File: config.mk
export PLATFORM = sky130hd
export DESIGN_NAME = alu_wb_stage
export DESIGN_NICKNAME = d
export VERILOG_FILES = /design/src/rtl/alu_wb_stage.sv
export SDC_FILE = /design/constraint.sdc
export NUM_CORES = 1
export LEC_CHECK = 0
export ABC_AREA = 0
export BUFFER_PORTS_ARGS = -buffer_cell sky130_fd_sc_hd__buf_2
export CAP_MARGIN = 20
export CORE_MARGIN = 4
export CORE_UTILIZATION = 38
export CTS_BUF_LIST = sky130_fd_sc_hd__clkbuf_8
export DETAILED_ROUTE_END_ITERATION = 8
export HOLD_SLACK_MARGIN = 0.1
export PLACE_DENSITY = 0.58
export SLEW_MARGIN = 20
export SYNTH_ARGS = -nofsm -noshare
export SYNTH_HDL_FRONTEND = slang
export SYNTH_SLANG_ARGS = --single-unit
File: constraint.sdc
create_clock -name clk -period 2.8 [get_ports clk]
set_clock_uncertainty 0.2 [all_clocks]
set_input_delay 0.56 -clock clk [delete_from_list [all_inputs] [get_ports clk]]
set_output_delay 0.56 -clock clk [all_outputs]
set_load 0.1 [all_outputs]
File: src/rtl/alu_wb_stage.sv
// rtl/alu_wb_stage.sv - ALU write-back stage: 2-entry result FIFO, flag register, branch condition evaluator
// Optional macro WB_FLAG_BYPASS_EN: cond_true sees in_flags when a flag update is accepted this cycle.
module alu_wb_stage #(
    parameter int DATA_W = 16,
    parameter int DEST_W = 3
) (
    input  logic              clk,
    input  logic              rst_n,
    input  logic              in_valid,
    output logic              in_ready,
    input  logic [DATA_W-1:0] in_result,
    input  logic [3:0]        in_flags,
    input  logic [DEST_W-1:0] in_dest,
    input  logic              in_wr_en,
    input  logic              in_flag_upd,
    output logic              out_valid,
    input  logic              out_ready,
    output logic [DATA_W-1:0] out_result,
    output logic [DEST_W-1:0] out_dest,
    output logic [3:0]        flags_q,
    input  logic [3:0]        cond,
    output logic              cond_true
);

    localparam int ENTRY_W = DATA_W + DEST_W;

    logic [ENTRY_W-1:0] mem [0:1];
    logic               wr_ptr;
    logic               rd_ptr;
    logic [1:0]         count;
    logic               in_xfer;
    logic               enq;
    logic               deq;
    logic [ENTRY_W-1:0] head;
    logic [3:0]         eval_flags;
    logic               z, n, c, o;

    assign in_ready  = (count < 2'd2);
    assign out_valid = (count != 2'd0);
    assign in_xfer   = in_valid && in_ready;
    assign enq       = in_xfer && in_wr_en;
    assign deq       = out_valid && out_ready;
    assign head      = mem[rd_ptr];

    always_ff @(posedge clk or negedge rst_n) begin
        if (!rst_n) begin
            count   <= 2'd0;
            wr_ptr  <= 1'b0;
            rd_ptr  <= 1'b0;
            flags_q <= 4'd0;
        end else begin
            if (enq) wr_ptr <= ~wr_ptr;
            if (deq) rd_ptr <= ~rd_ptr;
            if (enq && !deq)
                count <= count + 2'd1;
            else if (deq && !enq)
                count <= count - 2'd1;
            // Flag commit is independent of whether the result itself is queued.
            if (in_xfer && in_flag_upd) flags_q <= in_flags;
        end
    end

    always_ff @(posedge clk) begin
        if (enq) mem[wr_ptr] <= {in_result, in_dest};
    end

    always_comb begin
        out_result = '0;
        out_dest   = '0;
        if (out_valid) begin
            out_result = head[ENTRY_W-1:DEST_W];
            out_dest   = head[DEST_W-1:0];
        end
    end

    always_comb begin
        eval_flags = flags_q;
`ifdef WB_FLAG_BYPASS_EN
        if (in_xfer && in_flag_upd) eval_flags = in_flags;
`endif
    end

    assign z = eval_flags[3];
    assign n = eval_flags[2];
    assign c = eval_flags[1];
    assign o = eval_flags[0];

    always_comb begin
        cond_true = 1'b0;
        case (cond)
            4'd0:    cond_true = 1'b1;
            4'd1:    cond_true = z;
            4'd2:    cond_true = !z;
            4'd3:    cond_true = n;
            4'd4:    cond_true = !n;
            4'd5:    cond_true = c;
            4'd6:    cond_true = !c;
            4'd7:    cond_true = o;
            4'd8:    cond_true = !o;
            4'd9:    cond_true = !z && (n == o);
            4'd10:   cond_true = (n == o);
            4'd11:   cond_true = (n != o);
            4'd12:   cond_true = z || (n != o);
            default: cond_true = 1'b0;
        endcase
    end

endmodule

==> flow_results.org <==
** Status
- Status :: finished, final reports clean

** CTS
- Clock tree synthesis selected as its root buffer the cell sky130_fd_sc_hd__clkbuf_8.
- For this design, the sink count on the clock tree is 46.
- Once the clock tree was built, the setup fixing pass inserted 0 buffers.
- CTS H-Tree Depth :: 2
- Counting along the longest clock path gives a buffer depth of 2.
- TritonCTS created 5 clock buffers.
- Clk Latency, worst-skew pair :: 0.29 ns
- CTS tree :: done
- Clock transition at path regs :: 0.09 ns

** Drt
- Total iterations of the first detailed-routing run :: 4
- Antenna Nets Post-Route :: 0
- Number of DRC violations after detailed routing :: 0
- First DRT Iteration DRCs :: 50
- After detailed routing, the total wire length is 3830 microns.
- Post-detailed-route wirelength per cell :: 14.4 microns
- Routed vias/inst :: 4.65
- The routed layout has about 1200 vias.

** Worst setup path
- STA classifies the critical path startpoint as a register.
- Count of cells along the worst register-to-register path :: 8
- The endpoint identified for the worst register-to-register timing path is count[1]$_DFFE_PN0P_.
- Data arrives at the worst endpoint at about 1.8 ns.
- In this run the critical register-to-register path is launched from count[0]$_DFFE_PN0P_.
- Largest fanout of any net on the critical path :: 6
- Setup slack on the worst flop-to-flop path :: 1.00 ns
- STA classifies the critical path endpoint as an output pin.
- Critical path data required time :: 2.04 ns
- Critical path start-end classification :: register to output pin

** STA
- Portion of the clock cycle consumed by the worst path in the final layout :: 0.929
- Setup TNS :: 0 ns
- Transition time at the pin with the least slew margin :: 0.494 ns
- The number of hold violations in the final report came to 0.
- Setup repair after global routing left no endpoint under its margin.
- Based on the critical path, the design can be clocked at up to 385 MHz.
- The worst path needs 2.60 ns of the cycle, external delays included.
- Max-slew violation count :: 0
- Measured against its own limit, the worst slew margin works out to 0.673.
- Final number of setup-violating endpoints :: 0

** GRT
- Initial antenna violation count :: 0
- Global routing finished with a remaining overflow of 0.
- First-pass GRT wire length :: 6170 microns
- Largest net degree at the start of global routing :: 21
- Combined global-route utilization of all metal layers :: 0.130
- The number of global-route vias before repair was 1376.

** Cells and area
- The layout has 441 filler cells.
- Ant diodes :: 0
- In the layout the commonest cells are sky130_fd_sc_hd__buf_2 (57), sky130_fd_sc_hd__edfxtp_1 (38), sky130_fd_sc_hd__nor2_1 (25), sky130_fd_sc_hd__mux2i_1 (20), sky130_fd_sc_hd__dfrtp_1 (7).
- Summing all multi-input logic gate instances after layout gives 553 sq um.
- Area growth from synthesis to layout :: 25.5%
- Summing all flip-flop and latch instances after layout gives 1340 sq um.
- The net count of the finished layout is 231.
- For this run, the share of the core covered by cells in the final layout is 0.504.
- Leaving out fill and tap cells, the most frequent cell in the layout is sky130_fd_sc_hd__buf_2.
- Ratio of cells with drive above 1 in the final layout :: 0.389

** Floorplan
- In this run the core area contains 25 standard-cell rows.
- Ports placed on the boundary :: 59
- Core region area :: 4820 sq um
- Die X-Extent :: 79.3 microns
- The die is 79.3 microns tall.
- Initial core utilization :: 0.402
- The die covers 6300 sq um.

** Min path
- The worst hold path begins at in_dest[2].
- The path with the worst hold slack has its endpoint at mem[1][2]$_DFFE_PP_.
- Counting instances, the worst hold path has a depth of 1.
- Path category of the worst min-delay check :: input port to register

** Logic synthesis
- For this run, the register share of the synthesized area comes to 0.693.
- Counting flops and latches in the post-synthesis netlist gives 46.
- Mean cell area of the mapped netlist :: 14.7 sq um
- The number of nets in the synthesized netlist is 166.
- Synth Warn # :: 0
- Post-synth cell types :: 26
- Syn Inst Count :: 132
- After synthesis the cells add up to 1930 sq um.

** Job
- Across the run, the number of max-cap violations was 0.

** Place
- Final HPWL DP :: 2710 microns
- Routability-driven placement finished with a final weighted congestion of 0.686.
- Port bufs :: 58
stage by stage:
step,instance area (sq um),hold slack [ns],cells,setup WS (ns)
finish,2430,0.245,265,0.200
global route,2430,0.231,265,0.121
CTS,2430,0.235,265,0.181
detailed placement,2330,0.213,256,0.239
global placement,2330,0.205,256,0.316
floorplan,1940,0.0644,132,-0.0803
synthesized netlist by cell type (all sizes together):
cell / number / area (sq um)
edfxtp: 38 / 1140
nor2: 26 / 97.6
mux2i: 20 / 200
dfrtp: 8 / 200
mux2: 5 / 56.3
nand2: 5 / 18.8
xnor2: 5 / 43.8
buf: 4 / 28.8
inv: 3 / 11.3
clkbuf: 2 / 7.51
nand3: 2 / 10.0
nand3b: 2 / 15.0
xor2: 2 / 17.5
a31oi: 1 / 6.26
and3: 1 / 6.26
ha: 1 / 12.5
nand4b: 1 / 8.76
nand4bb: 1 / 11.3
nor2b: 1 / 6.26
nor4: 1 / 6.26
o2111ai: 1 / 8.76
o311a: 1 / 10.0
or4b: 1 / 10.0
worst max-delay path: stages, from the launching register on:
cell and delay [ns]:
sky130_fd_sc_hd__dfrtp_2 0.45, sky130_fd_sc_hd__xnor2_1 0.22, sky130_fd_sc_hd__mux2i_1 0.09, sky130_fd_sc_hd__or4b_1 0.50
sky130_fd_sc_hd__nand3_2 0.12, sky130_fd_sc_hd__buf_12 0.17
cell families (layout without fill, tap and decap cells):
kind of cell / after synthesis / in the layout / share of synthesized area
AO/OA/AOI/OAI: 3 / 3 / 0.0129
buffers and inverters: 9 / 75 / 0.0246
XOR/XNOR: 7 / 7 / 0.0317
AND/OR/NAND/NOR: 41 / 41 / 0.0983
adder cells (fa/ha/maj): 1 / 1 / 0.00647
multiplexers: 25 / 25 / 0.133
flip-flops: 46 / 46 / 0.693
area by class of cell:
class                      count  area share
inverter                       3     0.00464
timing repair buffer          64       0.145
tap                           67      0.0345
multi-input combinational     77       0.228
clock buffer                   5      0.0283
clock inverter                 3     0.00670
sequential                    46       0.553
metal layers:
layer	vias to the layer above	GRT usage	part of all wire
li1	605	-	-
met2	35	0.234	0.52
met1	587	0.140	0.41
met4	0	0.0498	0.014
met5	-	0	0
met3	5	0.0442	0.056
flip-flops by register name, indices dropped and copies added, names as in the netlist:
register  cells
mem          38
rd_ptr        1
flags_q       4
wr_ptr        1
count         2
repair_timing:
action                    in CTS  in global routing
hold buffers                   1                  0
gates resized for setup        0                  0
hold endpoints to repair       8                  0
worst max-delay path by stage:
stage                            from          end  slack, ns  cells past startpoint
5_1_grt        flags_q[0]$_DFFE_PN0P_    cond_true       0.12                      5
3_5_place_dp                  cond[0]    cond_true       0.24                      6
4_1_cts        flags_q[0]$_DFFE_PN0P_    cond_true       0.18                      5
6_report       flags_q[0]$_DFFE_PN0P_    cond_true       0.20                      5
3_3_place_gp                  cond[0]    cond_true       0.32                      6
2_1_floorplan    count[0]$_DFFE_PN0P_  out_dest[0]      -0.08                      4
Power is left out: the tool's default activity adds up to more than one toggle a clock period on the data nets, which glitch-free logic cannot reach.
